===== config.mk =====
export PLATFORM = sky130hd
export DESIGN_NAME = rf_write_sequencer
export DESIGN_NICKNAME = d
export VERILOG_FILES = /design/src/rtl/rf_wb_pkg.sv /design/src/rtl/rf_wb_queue.sv /design/src/rtl/rf_write_sequencer.sv
export SDC_FILE = /design/constraint.sdc
export NUM_CORES = 1
export LEC_CHECK = 0
export CAP_MARGIN = 10
export CORE_ASPECT_RATIO = 0.75
export CORE_MARGIN = 2
export CORE_UTILIZATION = 30
export CTS_BUF_LIST = sky130_fd_sc_hd__clkbuf_8
export DETAILED_ROUTE_END_ITERATION = 12
export PLACE_DENSITY = 0.48
export SYNTH_ARGS = -nofsm -noshare
export SYNTH_HDL_FRONTEND = slang
export SYNTH_HIERARCHICAL = 1
export SYNTH_SLANG_ARGS = --single-unit
export TNS_END_PERCENT = 20

===== constraint.sdc =====
create_clock -name clk -period 3.25 [get_ports clk]
set_input_delay 0.8125 -clock clk [delete_from_list [all_inputs] [get_ports clk]]
set_output_delay 0.8125 -clock clk [all_outputs]
set_load 0.1 [all_outputs]

===== src/rtl/rf_wb_pkg.sv =====
// rtl/rf_wb_pkg.sv - shared types for the register-file writeback path
package rf_wb_pkg;

    typedef logic [4:0]  reg_idx_t;
    typedef logic [31:0] word_t;

    typedef struct packed {
        reg_idx_t rd;
        word_t    data;
    } wb_entry_t;

    localparam reg_idx_t ZERO_REG = 5'd0;

endpackage


===== src/rtl/rf_wb_queue.sv =====
// rtl/rf_wb_queue.sv - writeback FIFO with age-ordered view for scoreboard search
module rf_wb_queue
    import rf_wb_pkg::*;
#(
    parameter int DEPTH = 4
) (
    input  logic                     clk,
    input  logic                     rst_n,
    input  logic                     push,
    input  wb_entry_t                push_entry,
    input  logic                     pop,
    output wb_entry_t                head,
    output logic                     empty,
    output logic                     full,
    output logic [$clog2(DEPTH):0]   count,
    output logic [DEPTH-1:0]         ord_valid,
    output wb_entry_t                ord_entry [DEPTH]
);

    localparam int AW = $clog2(DEPTH);

    wb_entry_t       mem [DEPTH];
    logic [AW-1:0]   wr_ptr;
    logic [AW-1:0]   rd_ptr;

    // Pointers and occupancy; pointers wrap naturally because DEPTH is a power of two
    always_ff @(posedge clk) begin
        if (!rst_n) begin
            wr_ptr <= '0;
            rd_ptr <= '0;
            count  <= '0;
        end else begin
            if (push) wr_ptr <= wr_ptr + AW'(1);
            if (pop)  rd_ptr <= rd_ptr + AW'(1);
            count <= count + (AW+1)'(push) - (AW+1)'(pop);
        end
    end

    // Entry storage; stale slots are masked by ord_valid so no reset is needed
    always_ff @(posedge clk) begin
        if (push) mem[wr_ptr] <= push_entry;
    end

    assign head  = mem[rd_ptr];
    assign empty = (count == '0);
    assign full  = (count == (AW+1)'(DEPTH));

    // Index 0 is the oldest entry (the head), index count-1 the youngest
    always_comb begin
        for (int i = 0; i < DEPTH; i++) begin
            ord_entry[i] = mem[rd_ptr + AW'(i)];
            ord_valid[i] = ((AW+1)'(i) < count);
        end
    end

endmodule


===== src/rtl/rf_write_sequencer.sv =====
// rtl/rf_write_sequencer.sv - arbitrates ALU/long writebacks into a queue and issues RF writes
module rf_write_sequencer
    import rf_wb_pkg::*;
#(
    parameter int DEPTH        = 4,
    parameter int STARVE_LIMIT = 3
) (
    input  logic                     clk,
    input  logic                     rst_n,
    input  logic                     alu_valid,
    output logic                     alu_ready,
    input  logic [4:0]               alu_reg,
    input  logic [31:0]              alu_data,
    input  logic                     lng_valid,
    output logic                     lng_ready,
    input  logic [4:0]               lng_reg,
    input  logic [31:0]              lng_data,
    input  logic                     rd_req,
    output logic                     rd_grant,
    input  logic [4:0]               read_register1,
    input  logic [4:0]               read_register2,
    output logic                     hit1,
    output logic                     hit2,
    output logic [31:0]              byp_data1,
    output logic [31:0]              byp_data2,
    output logic                     RegWrite,
    output logic [4:0]               write_register,
    output logic [31:0]              write_data_register,
    output logic [$clog2(DEPTH):0]   occupancy
);

    localparam int SW = $clog2(STARVE_LIMIT + 1);

    wb_entry_t        head;
    wb_entry_t        push_entry;
    wb_entry_t        ord_entry [DEPTH];
    logic [DEPTH-1:0] ord_valid;
    logic             empty;
    logic             full;
    logic             pop;
    logic             push;
    logic             space;
    logic             starve;
    logic [SW-1:0]    starve_cnt;

    // A full queue must drain, so it overrides a pending decode read
    assign pop      = !empty && !(rd_req && !full);
    assign space    = !full || pop;
    assign starve   = (starve_cnt >= SW'(STARVE_LIMIT));
    assign rd_grant = rd_req && !pop;

    assign alu_ready = alu_valid && space && !(starve && lng_valid);
    assign lng_ready = lng_valid && space && (!alu_valid || starve);

    // Writes to r0 complete the handshake but are discarded
    assign push       = (alu_ready && (alu_reg != ZERO_REG)) || (lng_ready && (lng_reg != ZERO_REG));
    assign push_entry = lng_ready ? wb_entry_t'{rd: lng_reg, data: lng_data}
                                  : wb_entry_t'{rd: alu_reg, data: alu_data};

    assign RegWrite            = pop;
    assign write_register      = pop ? head.rd   : ZERO_REG;
    assign write_data_register = pop ? head.data : '0;

    rf_wb_queue #(.DEPTH(DEPTH)) u_queue (
        .clk        (clk),
        .rst_n      (rst_n),
        .push       (push),
        .push_entry (push_entry),
        .pop        (pop),
        .head       (head),
        .empty      (empty),
        .full       (full),
        .count      (occupancy),
        .ord_valid  (ord_valid),
        .ord_entry  (ord_entry)
    );

    // Count consecutive refused long-path cycles, saturating at the limit
    always_ff @(posedge clk) begin
        if (!rst_n) begin
            starve_cnt <= '0;
        end else if (!lng_valid || lng_ready) begin
            starve_cnt <= '0;
        end else if (!starve) begin
            starve_cnt <= starve_cnt + SW'(1);
        end
    end

    // Scoreboard: scan oldest to youngest so the last match wins the bypass data
    always_comb begin
        hit1      = 1'b0;
        hit2      = 1'b0;
        byp_data1 = '0;
        byp_data2 = '0;
        for (int i = 0; i < DEPTH; i++) begin
            if (ord_valid[i] && (read_register1 != ZERO_REG) && (ord_entry[i].rd == read_register1)) begin
                hit1      = 1'b1;
                byp_data1 = ord_entry[i].data;
            end
            if (ord_valid[i] && (read_register2 != ZERO_REG) && (ord_entry[i].rd == read_register2)) begin
                hit2      = 1'b1;
                byp_data2 = ord_entry[i].data;
            end
        end
    end

endmodule


==> results.ini, run 1 <==
[setup_path]
path_delay_family=buffers and inverters
cp_max_fo=6
max_stage_delay_ps=550
r2r_cells=9
startpoint=u_queue/rd_ptr[1]
reg2reg_from=u_queue/count[1]
criticalPathCategory=reg -> out
worstSetupEndpointType=output pin
r2r_end=u_queue/mem[2][24]
crit_chain=buf_6 > mux4_2 > xnor2_1 > nand4_1 > or4_4 > buf_6 > buf_6 > buf_16 > o221a_4 > o21ai_4 > buf_12
required_ps=2440
slowest_stage=mux4_2
start_kind=flip-flop
cp.arrival_ps=3240
endpoint=byp_data2[19]
crit_top_cell=buf_6
crit_buf_inv=5
cp.depth=11
r2r_setup_slack_ps=700

[timing]
fin_crit_ps=4050
finalSetupViolCount=66
clock.fmax_mhz=247
rsz0062_at_grt=true
finalClockSkew_ps=14.1
slew_violations=0
hold_viol_final=0
holdWs_ps=511
relSlewSlack_pct=60.1
setup_ws_ps=-804
fin_crit_sh_pct=125
worst_pin_slew_ps=599

[logic_synthesis]
synth_seq_cells=159
ys.flop_type=edfxtp_1
synth.most_common_cell=nand2_1
syn_area_um2=12400
syn_nets=1146
ys_seq_area_share_pct=37.5
synth_edf_count=148
yosysTopAreaCellShare_pct=35.8
ys_top_cells_by_area=edfxtp_1 (36%), mux4_2 (27%), nand2_1 (7.1%)
synth.distinct_cells=43
synthArstFlopShare_pct=0
synth_area_per_cell_um2=11.9
synth_warnings=6
ys_top_cells_by_count=nand2_1 (236), edfxtp_1 (148), mux4_2 (148), o21ai_0 (71), o21ai_1 (56)
yosysTopAreaCell=edfxtp_1
synthCells=1047

[finish]
fillerInstances=3706
utilization_pct=45.8
seq_area_um2=4680
final_area_um2=18700
nets=1370
n_antenna_cell=0
syn_to_final_growth_pct=50.4
drive_above_1_share_pct=50.2
multi_input_area_um2=8200

[place]
hpwl_mm=28.5
place_congestion=0.801
pre_cts_ws_ps=-762
port_buffers=198
place_area_um2=17600

[power]
vdd_drop_max_uv=615
p_switching_mw=7.23
seq_power_share_pct=19.5
p_leak_nw=6.49
power_mw=14.8
power_density_nw_per_um2=792
p_comb_share_pct=70.5
power.internal_mw=7.57
swShare_pct=48.9
clkPwrFrac_pct=10.0

[status]
violations=negative setup slack
run_status=finished, violations left

[routing]
ant_nets=0
drt_iter0_drc=860
vias_per_cell=5.52
drc=0
drt_wl_total_mm=43.5
dr.pass1.iters=5
vias=10000
wl_per_cell_um=24.0

[cts]
cts-htree-levels=4
cts.reportedPaths.clkPinSlew_ps=80
postCtsHoldBufs=0
clk_latency_ps=480
cts_tree=yes
clk_path_buf_depth=2
root_buffer=clkbuf_8
cts_sinks=159
cts_inserted_buffers=17

[die]
io_pins=199
die_area_um2=43100
core_area_um2=40800
start_util_pct=30.4
std_cell_rows=64
fp.dieH_um=180
dieWidth_um=239

[global_routing]
grt.overflow.total=0
antenna_found_initial=0
grt_pass1_vias=9989
grt_pass1_wl_mm=64.0
grt_max_degree=82
grt_usage_pct=20.1

[min_path]
worstHoldPathType=reg -> reg

[job]
cap_violations=0

## power by group through the flow
stage               clock network, mW  registers [mW]  logic, mW
floorplan                           0            2.92       7.10
global placement                    0            2.92       10.1
detailed placement                  0            2.93       10.1
CTS                              1.52            2.88       10.3
global route                     1.61            2.93       10.9
finish                           1.47            2.89       10.4
## stage by stage
step                      TNS (ps)  std cells
after floorplan             -24730       1047
after global placement      -47670       1748
after detailed placement    -46450       1748
after CTS                   -50200       1795
after global routing        -56480       1812
final                       -48540       1812
## final cells by class
cell class                      instances  share of cell area [%]
Multi-Input combinational cell        733                    43.9
Timing Repair Buffer                  346                    25.2
Sequential cell                       159                    25.0
Tap cell                              528                    3.53
Clock buffer                           18                    1.33
Clock inverter                         14                   0.777
Inverter                               14                   0.281
## cells by family (layout without fill, tap and decap cells)
kind of cell    after synthesis  count (layout)  synth area share (%)
compound gates              204             204                  11.7
xor+xnor                     44              44                  3.10
fa+ha+maj                    10              10                  1.07
buf+inv                     155             392                  7.85
flops                       159             159                  37.5
mux                         154             154                  27.3
simple gates                321             321                  11.4
## how the worst min path moves through the flow
stage / start / to / slack [ps] / depth (start not counted)
after floorplan: starve_cnt[1] / starve_cnt[1] / 470 / 2
after global placement: starve_cnt[1] / starve_cnt[1] / 490 / 2
after detailed placement: starve_cnt[1] / starve_cnt[1] / 500 / 2
after CTS: starve_cnt[1] / starve_cnt[1] / 520 / 2
after global routing: starve_cnt[0] / starve_cnt[0] / 580 / 2
final: starve_cnt[1] / starve_cnt[1] / 510 / 2
## state kept, by name, indices dropped and copies added (netlist names), named ones only
name / cells
u_queue/count: 3
u_queue/rd_ptr: 2
u_queue/wr_ptr: 2
u_queue/mem: 148
starve_cnt: 2
## what timing repair did
item / in CTS / in global routing
buffers inserted: 12 / 12
gates cloned: 3 / 5
pin swaps: 3 / 7
gates resized for setup: 90 / 39
endpoints found under the setup margin: 93 / 85
## layout by cell type (no fill, tap or decap), types with 16 or more instances in the layout
cell type,n
o21ai_2,19
buf_4,104
xor2_1,16
nand2_1,235
mux4_2,148
o221a_2,20
o21ai_4,69
edfxtp_1,148
o221a_4,37
and2_1,30
xnor2_2,17
buf_12,135
clkdlybuf4s50_1,88
clkbuf_8,18
o21ai_1,28
## worst min-delay path, delay by kind of cell (launching register included)
kind	cells	cell delay [ps]
simple gates	1	70
mux	1	70
flops	1	340
## layer usage
layer | track usage (%) | part of all wire (%)
met1 | 27.3 | 45
met2 | 33.0 | 48
met3 | 4.03 | 5.6
met4 | 4.58 | 1.6
met5 | 0 | 0
Note: power is estimated with default switching activity, not from simulation.
==> run 2: changes to the inputs <==
CORE_MARGIN = 5   (was 2)
REMOVE_ABC_BUFFERS = 1   (was unset)
==> run 2 against run 1 <==
Compared with the run above: the flow still finishes with violations (negative setup slack); cell count did not move; global-route usage fell by 0.82 points; via count rose by 0.73%; sequential power barely moved; non-clock buffer count did not move; routed wire length rose by 1.4%; combinational power fell by 4%; cell area fell by 5.9%; fmax fell by 0.96%; clock skew rose by 1.1 ps.
==> results.ini, run 2 (synthesis gave the netlist of run 1 again) <==
[routing]
vias_per_cell=5.56
drc=0
drt_wl_total_mm=44.1
wl_per_cell_um=24.3
vias=10100
drt_iter0_drc=742
ant_nets=0
dr.pass1.iters=5

[die]
core_area_um2=40800
fp.dieH_um=186
die_area_um2=45600
std_cell_rows=64
start_util_pct=30.4
dieWidth_um=245
io_pins=199

[global_routing]
met3_usage_pct=4.31
grt_pass1_wl_mm=66.2
grt.overflow.total=0
grt_pass1_vias=10400
grt_use_met2_pct=31.5
grt_busiest_layer=met2
grt_max_degree=66
met1_usage_pct=26.2
antenna_found_initial=1
grt_usage_pct=19.3

[setup_path]
start_kind=flip-flop
cp_max_fo=21
required_ps=2440
criticalPathCategory=reg -> out
cp.arrival_ps=3280
worstSetupEndpointType=output pin

[finish]
n_antenna_cell=0
largest_reg_flops=148
multi_input_area_um2=7240
drive_above_1_share_pct=45.9
top_register=u_queue/mem
final_area_um2=17600
seq_area_um2=4680
reg_top3=u_queue/mem: 148 flops, u_queue/count: 3 flops
fillerInstances=3803
layout_common_cells=nand2_1 (235), mux4_2 (148), edfxtp_1 (148)
layout_commonest_cell=nand2_1
nets=1370
layout.cells.non_filler=1812
syn_to_final_growth_pct=41.5

[timing]
finalClockSkew_ps=15.2
tns_ps=-49230
fin_crit_ps=4090
setup_ws_ps=-844
holdWs_ps=528
fin_crit_sh_pct=126
clock.fmax_mhz=244
slew_violations=0
worst_pin_slew_ps=706
hold_viol_final=0
rsz0062_at_grt=true
finalSetupViolCount=66
relSlewSlack_pct=52.9

[cts]
clk_latency_ps=460
cts.reportedPaths.clkPinSlew_ps=90
root_buffer=clkbuf_8
clk_path_buf_depth=2
cts_tree=yes
cts_inserted_buffers=17
cts-htree-levels=4
cts_sinks=159

[min_path]
worstHoldPathType=reg -> reg

[place]
hpwl_mm=28.7
pre_cts_ws_ps=-847
place_area_um2=16500
place_congestion=0.813
port_buffers=198
dp_cells=1768

[power]
p_leak_nw=6.22
vdd_drop_max_uv=409
power_density_nw_per_um2=816

[status]
run_status=finished, violations left
violations=negative setup slack

[job]
cap_violations=0

## run 2: cell types whose count changed in the layout (fill, tap and decap cells not counted), sizes merged
cell / delta
clkinv: +6
buf: +4
clkinvlp: -4
inv: -4
clkdlybuf4s50: -3
dlygate4sd2: +3
clkbuf: -2
bufbuf: +1
bufinv: -1
## run 2: final timing paths
check | startpoint | to | slack [ps] | cells past startpoint
hold / removal | starve_cnt[1] | starve_cnt[1] | 530 | 2
setup reg to reg | u_queue/count[2] | u_queue/mem[1][15] | 730 | 9
hold reg to reg | starve_cnt[1] | starve_cnt[1] | 530 | 2
setup / recovery | u_queue/rd_ptr[1] | byp_data1[13] | -840 | 10
## run 2: metrics by stage
| step | total power [mW] | util, % |
|---|---|---|
| after floorplan | 9.39 | - |
| after global placement | 12.6 | 40.3 |
| after detailed placement | 12.7 | 40.3 |
| after CTS | 14.4 | 42.7 |
| after global routing | 15.0 | 43.1 |
| final | 14.4 | 43.1 |
## run 2: power breakdown
part	internal, mW	total [mW]	leakage (nW)	switching, mW
sequential	2.64	2.89	1.46	0.253
combinational	4.03	10.0	4.55	5.99
clock	0.694	1.44	0.207	0.750
## run 2: what timing repair did
| item | 4_1_cts | 5_1_grt |
|---|---|---|
| pin swaps | 35 | 18 |
| gates cloned | 5 | 0 |
| hold buffers | 0 | 0 |
| buffers inserted | 7 | 0 |
| gates resized for setup | 99 | 52 |
| endpoints found under the hold margin | 0 | 0 |
| endpoints found under the setup margin | 87 | 73 |
## run 2: layout make-up
cell class / count / share of cell area (%)
tap: 528 / 3.76
sequential: 159 / 26.6
clock buffer: 21 / 1.64
timing repair buffer: 346 / 25.9
multi-input combinational: 733 / 41.2
clock inverter: 11 / 0.605
inverter: 14 / 0.299
## run 2: critical path, cell delays in order (launching register included)
cell,delay (ps)
dfxtp_4,420
buf_4,130
mux4_2,600
xnor2_2,220
nand3_1,100
or3_4,390
buf_12,190
o221a_2,250
o21ai_2,190
buf_4,150
buf_12,160
## run 2: layer usage
| layer | up-vias | share of wire, % |
|---|---|---|
| met5 | - | 0 |
| met4 | 0 | 1.8 |
| met3 | 43 | 6.4 |
| met2 | 367 | 47 |
| met1 | 5209 | 44 |
| li1 | 4463 | - |
